===== config.mk =====
export PLATFORM = sky130hd
export DESIGN_NAME = apb_interconnect_n_flat
export DESIGN_NICKNAME = d
export VERILOG_FILES = /design/src/rtl/apb_interconnect_n_pkg.sv /design/src/rtl/apb_interconnect_n_if.sv /design/src/rtl/apb_interconnect_n_addr_decoder.sv /design/src/rtl/apb_interconnect_n.sv /design/src/flat_wrapper.sv
export SDC_FILE = /design/constraint.sdc
export NUM_CORES = 1
export LEC_CHECK = 0
export CAP_MARGIN = 20
export CORE_AREA = 3 3 150 152
export CTS_CLUSTER_DIAMETER = 60
export DETAILED_ROUTE_END_ITERATION = 10
export DIE_AREA = 0 0 153 155
export HOLD_SLACK_MARGIN = 0.1
export SLEW_MARGIN = 20
export SYNTH_ARGS = -nofsm -noshare
export SYNTH_HDL_FRONTEND = slang
export SYNTH_HIERARCHICAL = 1
export SYNTH_SLANG_ARGS = --single-unit
export TNS_END_PERCENT = 50

===== constraint.sdc =====
create_clock -name pclk -period 2.4 [get_ports pclk]
set_input_delay 0.24 -clock pclk [delete_from_list [all_inputs] [get_ports pclk]]
set_output_delay 0.24 -clock pclk [all_outputs]
set_load 0.05 [all_outputs]

===== src/rtl/apb_interconnect_n_pkg.sv =====
// ---------------------------------------------------------------------------
// apb_interconnect_n_pkg
// Shared types and default address map for the APB interconnect.
//   apb_ic_state_e : interconnect FSM states (IDLE, ACCESS, ABORT)
//   *_BASE/*_LIMIT : default inclusive windows for ROM, Flash, SRAM, CTRL, DIAG
//   DEF_SLV_*      : the same windows packed slave 0 in the low word
// ---------------------------------------------------------------------------
package apb_interconnect_n_pkg;

    typedef enum logic [1:0] {
        IDLE   = 2'd0,
        ACCESS = 2'd1,
        ABORT  = 2'd2
    } apb_ic_state_e;

    localparam logic [31:0] ROM_BASE    = 32'h0000_0000;
    localparam logic [31:0] ROM_LIMIT   = 32'h0000_7FFF;
    localparam logic [31:0] FLASH_BASE  = 32'h0000_8000;
    localparam logic [31:0] FLASH_LIMIT = 32'h0002_7FFF;
    localparam logic [31:0] SRAM_BASE   = 32'h0002_8000;
    localparam logic [31:0] SRAM_LIMIT  = 32'h0002_9FFF;
    localparam logic [31:0] CTRL_BASE   = 32'h0002_A000;
    localparam logic [31:0] CTRL_LIMIT  = 32'h0002_AFFF;
    localparam logic [31:0] DIAG_BASE   = 32'h0002_B000;
    localparam logic [31:0] DIAG_LIMIT  = 32'h0002_BFFF;

    localparam int DEF_NUM_SLAVES = 5;

    localparam logic [5*32-1:0] DEF_SLV_BASE =
        {DIAG_BASE, CTRL_BASE, SRAM_BASE, FLASH_BASE, ROM_BASE};
    localparam logic [5*32-1:0] DEF_SLV_LIMIT =
        {DIAG_LIMIT, CTRL_LIMIT, SRAM_LIMIT, FLASH_LIMIT, ROM_LIMIT};

endpackage


===== src/rtl/apb_interconnect_n_if.sv =====
// ---------------------------------------------------------------------------
// apb_interconnect_n_if
// Bundles the CPU-side and peripheral-side APB signals of the interconnect.
//   m_*   : CPU master request (paddr, psel, penable, pwrite, pwdata, pstrb)
//           and its response (pready, prdata, pslverr)
//   s_*   : broadcast request, one-hot psel, per-slave penable and the packed
//           per-slave responses (slave i at [i*DATA_W +: DATA_W])
// Modports:
//   slave  : the interconnect (completer towards the CPU, requester to slaves)
//   master : the environment around it (CPU plus peripherals)
// ---------------------------------------------------------------------------
interface apb_interconnect_n_if #(
    parameter int NUM_SLAVES = 5,
    parameter int ADDR_W     = 32,
    parameter int DATA_W     = 32
) ();

    logic [ADDR_W-1:0]            m_paddr;
    logic                         m_psel;
    logic                         m_penable;
    logic                         m_pwrite;
    logic [DATA_W-1:0]            m_pwdata;
    logic [DATA_W/8-1:0]          m_pstrb;
    logic                         m_pready;
    logic [DATA_W-1:0]            m_prdata;
    logic                         m_pslverr;

    logic [ADDR_W-1:0]            s_paddr;
    logic                         s_pwrite;
    logic [DATA_W-1:0]            s_pwdata;
    logic [DATA_W/8-1:0]          s_pstrb;
    logic [NUM_SLAVES-1:0]        s_psel;
    logic [NUM_SLAVES-1:0]        s_penable;
    logic [NUM_SLAVES-1:0]        s_pready;
    logic [NUM_SLAVES*DATA_W-1:0] s_prdata;
    logic [NUM_SLAVES-1:0]        s_pslverr;

    modport slave (
        input  m_paddr, m_psel, m_penable, m_pwrite, m_pwdata, m_pstrb,
        input  s_pready, s_prdata, s_pslverr,
        output m_pready, m_prdata, m_pslverr,
        output s_paddr, s_pwrite, s_pwdata, s_pstrb, s_psel, s_penable
    );

    modport master (
        output m_paddr, m_psel, m_penable, m_pwrite, m_pwdata, m_pstrb,
        output s_pready, s_prdata, s_pslverr,
        input  m_pready, m_prdata, m_pslverr,
        input  s_paddr, s_pwrite, s_pwdata, s_pstrb, s_psel, s_penable
    );

endinterface


===== src/rtl/apb_interconnect_n_addr_decoder.sv =====
// ---------------------------------------------------------------------------
// apb_addr_decoder
// Base/limit address decode for NUM_SLAVES windows.
//   paddr    in  : master address
//   psel     in  : master select (qualifies unmapped)
//   dec      out : one-hot (or zero) hit vector, lowest index wins on overlap
//   unmapped out : psel asserted with no window hit
// ---------------------------------------------------------------------------
module apb_addr_decoder #(
    parameter int                           NUM_SLAVES = 5,
    parameter int                           ADDR_W     = 32,
    parameter logic [NUM_SLAVES*ADDR_W-1:0] SLV_BASE   = '0,
    parameter logic [NUM_SLAVES*ADDR_W-1:0] SLV_LIMIT  = '0
) (
    input  logic [ADDR_W-1:0]     paddr,
    input  logic                  psel,
    output logic [NUM_SLAVES-1:0] dec,
    output logic                  unmapped
);

    logic [ADDR_W-1:0] base;
    logic [ADDR_W-1:0] limit;

    // Scan from the top index down and restart the vector on every hit, so
    // the last hit standing is the lowest index and dec stays one-hot.
    always_comb begin
        dec   = '0;
        base  = '0;
        limit = '0;
        for (int i = NUM_SLAVES - 1; i >= 0; i--) begin
            base  = SLV_BASE[i*ADDR_W +: ADDR_W];
            limit = SLV_LIMIT[i*ADDR_W +: ADDR_W];
            if ((paddr >= base) && (paddr <= limit)) begin
                dec    = '0;
                dec[i] = 1'b1;
            end
        end
    end

    assign unmapped = psel & ~(|dec);

endmodule


===== src/rtl/apb_interconnect_n.sv =====
// ---------------------------------------------------------------------------
// apb_interconnect_n
// APB4 interconnect: one CPU master to NUM_SLAVES slaves via base/limit map,
// PSEL held through ACCESS, per-transfer PREADY timeout with abort, unmapped
// error response and sticky error address capture.
//   pclk, preset_n : clock, synchronous active-low reset
//   bus            : apb_interconnect_n_if.slave (CPU and peripheral buses)
//   err_unmapped   : 1-cycle pulse when an unmapped transfer completes
//   err_timeout    : 1-cycle pulse in the abort response cycle
//   err_addr       : address of the most recent errored transfer
// ---------------------------------------------------------------------------
module apb_interconnect_n
    import apb_interconnect_n_pkg::*;
#(
    parameter int                           NUM_SLAVES     = DEF_NUM_SLAVES,
    parameter int                           ADDR_W         = 32,
    parameter int                           DATA_W         = 32,
    parameter logic [NUM_SLAVES*ADDR_W-1:0] SLV_BASE       = DEF_SLV_BASE,
    parameter logic [NUM_SLAVES*ADDR_W-1:0] SLV_LIMIT      = DEF_SLV_LIMIT,
    parameter int                           TIMEOUT_CYCLES = 256
) (
    input  logic               pclk,
    input  logic               preset_n,
    apb_interconnect_n_if.slave bus,
    output logic               err_unmapped,
    output logic               err_timeout,
    output logic [ADDR_W-1:0]  err_addr
);

    // A zero timeout still needs a 1-bit counter to keep the logic legal.
    localparam int TMO_W = (TIMEOUT_CYCLES > 0) ? $clog2(TIMEOUT_CYCLES + 1) : 1;
    localparam logic [TMO_W-1:0] TMO_LAST =
        TMO_W'((TIMEOUT_CYCLES > 0) ? TIMEOUT_CYCLES - 1 : 0);

    apb_ic_state_e          state, state_nxt;
    logic [NUM_SLAVES-1:0]  dec, sel_q;
    logic                   unmapped, unmapped_q;
    logic [TMO_W-1:0]       tmo_cnt;
    logic                   setup, active, tmo_hit;
    logic                   sel_ready, sel_err;
    logic [DATA_W-1:0]      sel_rdata;
    logic [NUM_SLAVES-1:0]  psel_o, penable_o;
    logic                   m_pready_o, m_pslverr_o;
    logic [DATA_W-1:0]      m_prdata_o;

    apb_addr_decoder #(
        .NUM_SLAVES (NUM_SLAVES),
        .ADDR_W     (ADDR_W),
        .SLV_BASE   (SLV_BASE),
        .SLV_LIMIT  (SLV_LIMIT)
    ) u_dec (
        .paddr    (bus.m_paddr),
        .psel     (bus.m_psel),
        .dec      (dec),
        .unmapped (unmapped)
    );

    assign setup  = bus.m_psel & ~bus.m_penable;
    assign active = bus.m_psel & bus.m_penable;

    // AND-OR response mux over the slave captured at SETUP.
    always_comb begin
        sel_rdata = '0;
        for (int i = 0; i < NUM_SLAVES; i++) begin
            if (sel_q[i]) begin
                sel_rdata = sel_rdata | bus.s_prdata[i*DATA_W +: DATA_W];
            end
        end
    end

    assign sel_ready = |(bus.s_pready & sel_q);
    assign sel_err   = |(bus.s_pslverr & sel_q);
    assign tmo_hit   = (TIMEOUT_CYCLES != 0) && (tmo_cnt == TMO_LAST);

    // Next state plus every bus-facing output. The abort is decided in the
    // last waited ACCESS cycle, but the error response is only presented in
    // the following ABORT cycle so the master never sees a half response.
    always_comb begin
        state_nxt    = state;
        psel_o       = '0;
        penable_o    = '0;
        m_pready_o   = 1'b0;
        m_prdata_o   = '0;
        m_pslverr_o  = 1'b0;
        err_unmapped = 1'b0;
        err_timeout  = 1'b0;
        case (state)
            IDLE: begin
                if (setup) begin
                    psel_o    = dec;
                    state_nxt = ACCESS;
                end
            end
            ACCESS: begin
                psel_o    = sel_q;
                penable_o = bus.m_penable ? sel_q : '0;
                if (!bus.m_psel) begin
                    state_nxt = IDLE;
                end else if (active) begin
                    if (unmapped_q) begin
                        m_pready_o   = 1'b1;
                        m_pslverr_o  = 1'b1;
                        err_unmapped = 1'b1;
                        state_nxt    = IDLE;
                    end else begin
                        m_pready_o  = sel_ready;
                        m_prdata_o  = sel_rdata;
                        m_pslverr_o = sel_err;
                        if (sel_ready) begin
                            state_nxt = IDLE;
                        end else if (tmo_hit) begin
                            state_nxt = ABORT;
                        end
                    end
                end
            end
            ABORT: begin
                m_pready_o  = 1'b1;
                m_pslverr_o = 1'b1;
                err_timeout = 1'b1;
                state_nxt   = IDLE;
            end
            default: state_nxt = IDLE;
        endcase
    end

    // State, SETUP capture, saturating wait counter and sticky error address.
    always_ff @(posedge pclk) begin
        if (!preset_n) begin
            state      <= IDLE;
            sel_q      <= '0;
            unmapped_q <= 1'b0;
            tmo_cnt    <= '0;
            err_addr   <= '0;
        end else begin
            state <= state_nxt;
            if ((state == IDLE) && setup) begin
                sel_q      <= dec;
                unmapped_q <= unmapped;
                tmo_cnt    <= '0;
            end else if ((state == ACCESS) && active && !unmapped_q &&
                         !sel_ready && (tmo_cnt != '1)) begin
                tmo_cnt <= tmo_cnt + 1'b1;
            end
            if (err_unmapped || err_timeout) begin
                err_addr <= bus.m_paddr;
            end
        end
    end

    assign bus.s_paddr   = bus.m_paddr;
    assign bus.s_pwrite  = bus.m_pwrite;
    assign bus.s_pwdata  = bus.m_pwdata;
    assign bus.s_pstrb   = bus.m_pstrb;
    assign bus.s_psel    = psel_o;
    assign bus.s_penable = penable_o;
    assign bus.m_pready  = m_pready_o;
    assign bus.m_prdata  = m_prdata_o;
    assign bus.m_pslverr = m_pslverr_o;

    a_psel_onehot : assert property (@(posedge pclk) disable iff (!preset_n)
        $onehot0(psel_o));

    a_psel_held : assert property (@(posedge pclk) disable iff (!preset_n)
        (state == ACCESS) ##1 (state == ACCESS) |-> $stable(psel_o));

    a_pready_single : assert property (@(posedge pclk) disable iff (!preset_n)
        m_pready_o |=> !m_pready_o);

endmodule


===== src/flat_wrapper.sv =====
// flat-port wrapper written by rule: the top's interface ports become plain ports
module apb_interconnect_n_flat import apb_interconnect_n_pkg::*;
#(
    parameter int                           NUM_SLAVES     = DEF_NUM_SLAVES,
    parameter int                           ADDR_W         = 32,
    parameter int                           DATA_W         = 32,
    parameter logic [NUM_SLAVES*ADDR_W-1:0] SLV_BASE       = DEF_SLV_BASE,
    parameter logic [NUM_SLAVES*ADDR_W-1:0] SLV_LIMIT      = DEF_SLV_LIMIT,
    parameter int                           TIMEOUT_CYCLES = 256
)
  (pclk, preset_n, err_unmapped, err_timeout, err_addr, bus_m_paddr, bus_m_psel, bus_m_penable, bus_m_pwrite, bus_m_pwdata, bus_m_pstrb, bus_s_pready, bus_s_prdata, bus_s_pslverr, bus_m_pready, bus_m_prdata, bus_m_pslverr, bus_s_paddr, bus_s_pwrite, bus_s_pwdata, bus_s_pstrb, bus_s_psel, bus_s_penable);
  apb_interconnect_n_if #(.NUM_SLAVES(NUM_SLAVES), .ADDR_W(ADDR_W), .DATA_W(DATA_W)) bus_i ();
  input  logic pclk;
  input  logic preset_n;
  output logic err_unmapped;
  output logic err_timeout;
  output logic [ADDR_W-1:0] err_addr;
  input wire logic [$bits(bus_i.m_paddr)-1:0] bus_m_paddr;
  input wire logic [$bits(bus_i.m_psel)-1:0] bus_m_psel;
  input wire logic [$bits(bus_i.m_penable)-1:0] bus_m_penable;
  input wire logic [$bits(bus_i.m_pwrite)-1:0] bus_m_pwrite;
  input wire logic [$bits(bus_i.m_pwdata)-1:0] bus_m_pwdata;
  input wire logic [$bits(bus_i.m_pstrb)-1:0] bus_m_pstrb;
  input wire logic [$bits(bus_i.s_pready)-1:0] bus_s_pready;
  input wire logic [$bits(bus_i.s_prdata)-1:0] bus_s_prdata;
  input wire logic [$bits(bus_i.s_pslverr)-1:0] bus_s_pslverr;
  output wire logic [$bits(bus_i.m_pready)-1:0] bus_m_pready;
  output wire logic [$bits(bus_i.m_prdata)-1:0] bus_m_prdata;
  output wire logic [$bits(bus_i.m_pslverr)-1:0] bus_m_pslverr;
  output wire logic [$bits(bus_i.s_paddr)-1:0] bus_s_paddr;
  output wire logic [$bits(bus_i.s_pwrite)-1:0] bus_s_pwrite;
  output wire logic [$bits(bus_i.s_pwdata)-1:0] bus_s_pwdata;
  output wire logic [$bits(bus_i.s_pstrb)-1:0] bus_s_pstrb;
  output wire logic [$bits(bus_i.s_psel)-1:0] bus_s_psel;
  output wire logic [$bits(bus_i.s_penable)-1:0] bus_s_penable;
  assign bus_i.m_paddr = bus_m_paddr;
  assign bus_i.m_psel = bus_m_psel;
  assign bus_i.m_penable = bus_m_penable;
  assign bus_i.m_pwrite = bus_m_pwrite;
  assign bus_i.m_pwdata = bus_m_pwdata;
  assign bus_i.m_pstrb = bus_m_pstrb;
  assign bus_i.s_pready = bus_s_pready;
  assign bus_i.s_prdata = bus_s_prdata;
  assign bus_i.s_pslverr = bus_s_pslverr;
  assign bus_m_pready = bus_i.m_pready;
  assign bus_m_prdata = bus_i.m_prdata;
  assign bus_m_pslverr = bus_i.m_pslverr;
  assign bus_s_paddr = bus_i.s_paddr;
  assign bus_s_pwrite = bus_i.s_pwrite;
  assign bus_s_pwdata = bus_i.s_pwdata;
  assign bus_s_pstrb = bus_i.s_pstrb;
  assign bus_s_psel = bus_i.s_psel;
  assign bus_s_penable = bus_i.s_penable;
  apb_interconnect_n #(.NUM_SLAVES(NUM_SLAVES), .ADDR_W(ADDR_W), .DATA_W(DATA_W), .SLV_BASE(SLV_BASE), .SLV_LIMIT(SLV_LIMIT), .TIMEOUT_CYCLES(TIMEOUT_CYCLES)) u_core (.pclk(pclk), .preset_n(preset_n), .bus(bus_i), .err_unmapped(err_unmapped), .err_timeout(err_timeout), .err_addr(err_addr));
endmodule

# Word level (Yosys, flattened, before mapping)
# Index checks and enable logic that the tools add are counted.
[classes]
addsub = 1
magnitude_cmp = 10
n_eq_ne = 7
muxes = 38
bitwise_logic = 12
reduce_logical = 19
[ops]
columns = ["cell", "n"]
rows = [
  ["2-to-1 mux 32 bit", 9],
  ["less-or-equal comparator 32 x 18 -> 1 bit, second input constant", 4],
  ["bitwise OR 32 bit", 4],
  [">= comparator 32 x 18 -> 1 bit, second input constant", 3],
  ["2-to-1 mux 5 bit", 8],
  [">= comparator 32 x 1 -> 1 bit, second input constant", 1],
  [">= comparator 32 x 16 -> 1 bit, second input constant", 1],
  ["less-or-equal comparator 32 x 15 -> 1 bit, second input constant", 1],
  ["OR reduction 5 bit", 3],
  ["2-to-1 mux 2 bit", 6],
  ["2-to-1 mux 1 bit", 11],
  ["AND 5 bit", 2],
  ["logical AND 1 bit", 10],
  ["case mux 5 bit (2 select lines)", 1],
  ["adder 9 x 1 -> 9 bit, second input constant", 1],
  ["== test 9 x 8 -> 1 bit, second input constant", 1],
  ["!= test 9 bit, second input constant", 1],
  ["!= test 5 x 2 -> 1 bit, second input constant", 1],
  ["case mux 1 bit (2 select lines)", 2],
  ["case mux 2 bit (2 select lines)", 1],
  ["AND 1 bit", 3],
  ["!= test 3 x 2 -> 1 bit, second input constant", 1],
  ["NOT 1 bit", 3],
  ["AND reduction 3 bit", 1],
  ["7 further kinds", 8],
]
[totals]
regBits = 49
in_bits = 243
output_inout_bits = 147
elab_cells = 92

# Logic depth before layout (Yosys ltp)
# Gate-level depths: netlist of run 1.
[depth]
ltp_word = 13
depth_mapped = 8

# By module
# The synthesis of run 1 kept the hierarchy.
[modules_own_cells]
columns = ["mod", "n_inst", "cells_per_inst", "area_per_inst_um2", "seq_area_each_um2"]
rows = [
  ["apb_interconnect_n", 1, 455, 3434.5, 980.9],
  ["apb_addr_decoder", 1, 19, 151.4, 0.0],
]

# Worst setup path after synthesis of run 1
# No wires, ideal clock.
[synth_timing]
path_kind = "flip-flop to output port"
startpoint = "register u_core.state[1]"
endpoint = "output port bus_m_prdata[10]"
arrival_ps = 2056
slack_ps = 104
stages_incl_launch_ff = 8
n_path_buf = 2
path_cell_list = "dfxtp_1 -> inv_1 -> ha_1 -> nand3_1 -> or2_2 -> clkbuf_1 -> clkbuf_1 -> a21oi_1"
[synth_between]
elab_chain_cells = 2
[synth_lines]
columns = ["item", "line_no", "source"]
rows = [
  ["start, declared", "apb_interconnect_n.sv:35", "apb_ic_state_e state, state_nxt;"],
  ["start signal, assigned", "apb_interconnect_n.sv:136", "state <= state_nxt;"],
  ["== test 2 x 1 -> 1 bit", "apb_interconnect_n.sv:87", "case (state)"],
  ["2-to-1 mux 32 bit", "apb_interconnect_n.sv:87", ""],
  ["end, declared", "flat_wrapper.sv:28", "output wire logic [$bits(bus_i.m_prdata)-1:0] bus_m_prdata;"],
]
# Every way passes these cells.

# Worst setup path in the final report of run 1
[layout_timing]
startpoint = "register u_core.state[1]"
endpoint = "output port bus_m_prdata[18]"
# The elaborated chain is that of the path after synthesis.

==> flow_metrics.py, run 1 <==
metrics = {
    "place": {
        "io_buffer_count": 315,
        "place_congestion": 0.856,
        "dp_cells": 988,
        "dp_hpwl_mm": 15.9,
    },
    "critical_path": {
        "crit_path_start_kind": "flop",
        "cp-end-kind": "output pin",
        "crit_chain": "inv_1, ha_1, nand3_1, or2_2, buf_12, a21oi_1, buf_12",
        "r2r_slack_ns": 0.23,
        "path_common_cell": "buf_12",
        "cp.arrival_ns": 2.02,
        "worst_path_max_delay_cell": "dfxtp_1",
        "path_buf_inv": 3,
        "critical_path_class": "reg2out",
        "critPathTopFamily": "buffers and inverters",
        "worst-r2r-cell-count": 8,
        "critPathMaxFanout": 27,
        "cp_num_cells": 7,
        "crit_required_ns": 2.16,
        "cpPeakStageDelay_ns": 0.33,
    },
    "logic_synthesis": {
        "ys_warn_count": 6,
        "ys_seq_elements": 49,
        "syn_avg_cell_area_um2": 7.57,
        "synth_ff_type": "dfxtp_1",
        "synth_area_um2": 3590,
        "netlist.area_leader.share_pct": 27.4,
        "syn-num-nets": 723,
        "syn_inst": 474,
        "async_reset_ff_share_pct": 0,
        "ys_seq_area_share_pct": 27.4,
        "synth_area_leaders": "dfxtp_1 27%, buf_4 14%, a21oi_1 11%, nand2_1 10%, a222oi_1 9.2%",
        "synth.distinct_cells": 37,
        "synth-edff-count": 0,
        "synth_area_leader_cell": "dfxtp_1",
    },
    "floorplan": {
        "die_area_um2": 23700,
        "num_rows": 53,
        "coreArea_um2": 21200,
        "initial_utilization_pct": 17.0,
        "die_h_um": 155,
        "die_x_um": 153,
        "ios": 390,
    },
    "pwr": {
        "totalPowerFinal_w": 0.00239,
        "ir_worst_vdd_uv": 243,
        "seq_power_share_pct": 35.3,
        "p_comb_share_pct": 34.7,
        "internal_power_w": 0.00168,
        "power.density_nw_per_um2": 328,
        "clkPwrFrac_pct": 29.9,
        "p_leak_nw": 2.51,
        "switching_share_pct": 29.4,
        "p_switching_w": 0.000703,
    },
    "timing": {
        "worst_pin_slew_ns": 0.539,
        "final.setup.tns_ns": 0,
        "finalCritPeriodShare_pct": 94.2,
        "maxSlewHeadroom_pct": 64.0,
        "hold_viol": 0,
        "setup_viol": 0,
        "clock.fmax_ghz": 0.442,
        "fin_skew_ns": 0.00555,
        "drv_slew": 0,
        "min_period_ns": 2.26,
        "rsz0062_at_grt": "no",
    },
    "cells_and_area": {
        "syn2layout_area_growth_pct": 103,
        "instances_no_fill": 995,
        "regArea_um2": 983,
        "drive_gt1_share_pct": 14.2,
        "layout.nets": 969,
        "fill_cells": 2204,
        "multi_input_area_um2": 1920,
        "diodes": 0,
    },
    "clock_tree": {
        "ctsHoldBuffers": 0,
        "cts_setup_buffers": 0,
        "cts-root-buf": "clkbuf_16",
        "htreeDepth": 2,
        "cts_tree": "built",
        "cts_buffers": 5,
        "clkSinkCount": 49,
        "clk_pin_slew_ns": 0.07,
        "insertion_delay_ns": 0.29,
        "clk_path_buf_depth": 2,
    },
    "global_routing": {
        "grt-ovfl-total": 0,
        "grt_pass1_wl_mm": 28.1,
        "grt_usage_pct": 15.1,
        "antenna_found_initial": 0,
        "grt_max_degree": 34,
        "grt_pass1_vias": 4512,
    },
    "hold_path": {
        "hold_path.class": "reg2reg",
        "whs_path_depth": 2,
    },
    "outcome": {
        "outcome": "completed",
    },
    "routing": {
        "routed_wl_mm": 19.2,
        "antenna_left": 0,
        "first_pass_iters": 6,
        "vias": 4494,
        "wire_per_inst_um": 19.3,
        "drc": 0,
        "drt_iter0_drc": 414,
        "avgViaCountPerCell": 4.52,
    },
    "flow_run": {
        "cap_violations": 0,
    },
}
==> kinds of logic after synthesis <==
family          after synthesis  share of synthesized area [%]
fa+ha+maj                     6                           2.09
simple gates                140                           19.0
buf+inv                     113                           19.4
mux                           3                          0.837
xor+xnor                      2                          0.489
compound gates              161                           30.8
flops                        49                           27.4
==> path summary, 6_finish.rpt <==
kind / start / endpoint
hold reg to reg: u_core/err_addr[9]$_SDFFE_PN0P_ / u_core/err_addr[9]$_SDFFE_PN0P_
hold / removal: u_core/err_addr[9]$_SDFFE_PN0P_ / u_core/err_addr[9]$_SDFFE_PN0P_
setup reg to reg: u_core/tmo_cnt[0]$_SDFFE_PP0P_ / u_core/tmo_cnt[3]$_SDFFE_PP0P_
setup / recovery: u_core/state[1]$_SDFFE_PN0P_ / bus_m_prdata[18]
==> Yosys cell counts, types with 5 or more instances <==
master,count
dfxtp_1,49
buf_2,10
o21ai_0,5
and3_1,5
buf_4,69
clkbuf_1,28
nand2_1,96
nor2_1,6
a222oi_1,33
a21oi_1,80
inv_1,6
a22oi_1,33
ha_1,6
==> metal layers <==
metal  global-route usage [%]  share of wire (%)  vias to the layer above
met5                        0                  0                        -
met3                     3.73                6.5                       14
met1                     18.1                 39                     2090
met4                     4.07                2.4                        0
li1                         -                  -                     2169
met2                     27.2                 52                      221
==> what timing repair did <==
item                                    CTS  global route
endpoints found under the setup margin    0             2
gates resized for setup                   0             1
hold endpoints to repair                  0             0
==> power groups by stage <==
stage	clock [W]	combinational (W)	sequential (W)
after floorplan	0	0.000488	0.000874
after global placement	0	0.000827	0.000861
after detailed placement	0	0.000830	0.000862
after CTS	0.000750	0.000834	0.000843
after global routing	0.000791	0.000883	0.000845
final	0.000715	0.000829	0.000844
==> cells in the final DEF (no fill, tap or decap), types with 3 or more instances in the layout <==
cell,count
a22oi_1,33
nand3_1,4
or3_1,4
mux2i_1,3
clkdlybuf4s50_1,267
dfxtp_1,47
a222oi_1,33
ha_1,6
nor2_1,5
and4_1,3
inv_1,6
o21a_1,3
o21ai_0,5
clkbuf_16,5
buf_12,47
o31ai_1,3
buf_4,32
a21oi_1,80
nand2_1,96
or2_2,3
and3_1,5
nor4_2,4
==> state kept, by name, indices dropped and copies added, names as in the netlist <==
| register | cells |
|---|---|
| u_core/state | 2 |
| u_core/sel_q | 5 |
| u_core/unmapped_q | 1 |
| u_core/err_addr | 32 |
| u_core/tmo_cnt | 9 |
==> layout make-up <==
type	instances	share of cell area (%)
Clock buffer	6	1.91
Timing Repair Buffer	346	53.0
Tap cell	275	4.73
Inverter	6	0.310
Sequential cell	49	13.5
Clock inverter	1	0.103
Multi-Input combinational cell	312	26.4
==> worst register-to-register path, delay by kind of cell (launching register included) <==
kind                     cells  cell delay, ns
buffers and inverters        1            0.20
AND/OR/NAND/NOR              4            0.98
AO/OA/AOI/OAI                1            0.13
flip-flops                   1            0.36
adder cells (fa/ha/maj)      2            0.43
==> stage by stage <==
step	cell area, um2	setup slack [ns]	hold WS [ns]	util (%)
finish	7270	0.139	0.449	34.4
detailed placement	7120	0.0884	0.442	33.6
CTS	7260	0.0792	0.452	34.3
global route	7270	0.0148	0.468	34.4
floorplan	3590	0.104	0.380	-
global placement	7120	0.107	0.437	33.6
No activity file was read; power rests on OpenSTA's default activity.
==> run 2: changes to the inputs <==
MAX_ROUTING_LAYER = met4   (was not set)
==> run 2 against run 1 <==
Net effect:
- critical path type unchanged
- critical endpoint unchanged
- power increased by 0.13%
- clock-buffer cell count did not move
- cell count is the same
- register-to-register slack is essentially flat
- sequential share of layout area did not move
- hold slack about the same
- critical path depth unchanged
- global-route usage up 0.42 points
- cell area unchanged
==> flow_metrics.py, run 2 (synthesis gave the netlist of run 1 again) <==
metrics = {
    "outcome": {
        "outcome": "completed",
    },
    "timing": {
        "drv_slew": 0,
        "maxSlewHeadroom_pct": 63.8,
        "hold_viol": 0,
        "finalCritPeriodShare_pct": 94.2,
        "rsz0062_at_grt": "no",
        "worst_pin_slew_ns": 0.541,
        "fin_skew_ns": 0.00629,
        "min_period_ns": 2.26,
        "final.setup.tns_ns": 0,
        "clock.fmax_ghz": 0.442,
        "fin_ws_ns": 0.139,
        "setup_viol": 0,
    },
    "floorplan": {
        "die_x_um": 153,
        "num_rows": 53,
        "coreArea_um2": 21200,
        "die_h_um": 155,
        "die_area_um2": 23700,
        "ios": 390,
        "initial_utilization_pct": 17.0,
    },
    "cells_and_area": {
        "syn2layout_area_growth_pct": 103,
        "fill_cells": 2204,
        "final_common_cell": "clkdlybuf4s50_1",
        "multi_input_area_um2": 1920,
        "largest_register_ffs": 32,
        "layout.nets": 969,
        "regMostFlops": "u_core/err_addr",
        "drive_gt1_share_pct": 14.2,
        "layout_common_cells": "267 x clkdlybuf4s50_1, 96 x nand2_1, 80 x a21oi_1, 47 x buf_12, 47 x dfxtp_1",
        "fin_area_um2": 7270,
        "regArea_um2": 983,
        "diodes": 0,
        "reg_top3": "u_core/err_addr: 32 flops, u_core/tmo_cnt: 9 flops, u_core/sel_q: 5 flops",
    },
    "place": {
        "dp_hpwl_mm": 15.9,
        "dp_slack_ns": 0.0884,
        "place_congestion": 0.870,
        "io_buffer_count": 315,
        "placed_cell_area_um2": 7120,
    },
    "pwr": {
        "p_leak_nw": 2.51,
        "ir_worst_vdd_uv": 244,
        "power.density_nw_per_um2": 329,
    },
    "global_routing": {
        "antenna_found_initial": 0,
        "grt_max_degree": 34,
        "grt_pass1_vias": 4527,
        "grt-ovfl-total": 0,
        "grt_pass1_wl_mm": 28.1,
        "grt_usage_pct": 15.6,
    },
    "critical_path": {
        "crit_path_start_kind": "flop",
        "critPathMaxFanout": 27,
        "worstSetupStartpoint": "u_core/state[1]$_SDFFE_PN0P_",
        "regToRegStartpoint": "u_core/tmo_cnt[0]$_SDFFE_PP0P_",
        "cp-end-kind": "output pin",
        "critical_path_class": "reg2out",
        "r2r_slack_ns": 0.23,
        "crit_required_ns": 2.16,
        "cp.arrival_ns": 2.02,
    },
    "hold_path": {
        "hold_path.class": "reg2reg",
        "hp-start": "u_core/err_addr[9]$_SDFFE_PN0P_",
    },
    "clock_tree": {
        "cts_buffers": 5,
        "cts_tree": "built",
        "clkSinkCount": 49,
        "ctsHoldBuffers": 0,
        "clk_pin_slew_ns": 0.07,
        "htreeDepth": 2,
        "clk_path_buf_depth": 2,
        "insertion_delay_ns": 0.29,
        "cts-root-buf": "clkbuf_16",
    },
    "routing": {
        "drc": 0,
        "avgViaCountPerCell": 4.54,
        "vias": 4518,
        "routed_wl_mm": 19.3,
        "drt_iter0_drc": 375,
        "antenna_left": 0,
        "first_pass_iters": 7,
        "wire_per_inst_um": 19.3,
    },
    "flow_run": {
        "cap_violations": 0,
    },
}
[run 2: cell counts in the layout (fill, tap and decap cells not counted)]
Identical to the previous run, type by type.
[run 2: final cells by class]
class                   instances  area share (%)
clock buffers                   6            1.91
clock inverters                 1           0.103
inverters                       6           0.310
multi-input cells             312            26.4
flip-flops and latches         49            13.5
well taps                     275            4.73
repair buffers                346            53.0
[run 2: power breakdown]
group	total (W)	switching (W)	internal (W)	leakage (nW)
Sequential	0.000844	0.0000142	0.000830	0.396
Combinational	0.000829	0.000384	0.000446	2.04
Clock	0.000717	0.000308	0.000409	0.0690
[run 2: path summary, 6_finish.rpt]
kind                                     end  cells past startpoint
max                         bus_m_prdata[18]                      7
min          u_core/err_addr[9]$_SDFFE_PN0P_                      2
max reg2reg   u_core/tmo_cnt[3]$_SDFFE_PP0P_                      8
min reg2reg  u_core/err_addr[9]$_SDFFE_PN0P_                      2
[run 2: through the flow]
stage	std cells	hold WS [ns]	total power, W	utilization (%)
6_report	995	0.449	0.00239	34.4
5_1_grt	995	0.468	0.00252	34.4
4_1_cts	995	0.452	0.00243	34.3
3_5_place_dp	988	0.442	0.00169	33.6
3_3_place_gp	988	0.437	0.00169	33.6
2_1_floorplan	474	0.380	0.00136	-
[run 2: layer usage]
| metal | track usage [%] | wire length (um) | vias up |
|---|---|---|---|
| li1 | - | - | 2169 |
| met1 | 18.2 | 7570 | 2107 |
| met2 | 27.1 | 9990 | 226 |
| met3 | 3.45 | 1230 | 16 |
| met4 | 4.07 | 463 | 0 |
| met5 | - | 0 | - |
[run 2: what timing repair did]
action / in CTS / in global routing
setup buffers: 0 / 0
endpoints found under the setup margin: 0 / 2
hold endpoints to repair: 0 / 0
resized for setup: 0 / 1
[run 2: critical path: stages (launching register included)]
cell,delay (ns)
dfxtp_1,0.33
inv_1,0.09
ha_1,0.23
nand3_1,0.11
or2_2,0.33
buf_12,0.17
a21oi_1,0.28
buf_12,0.18
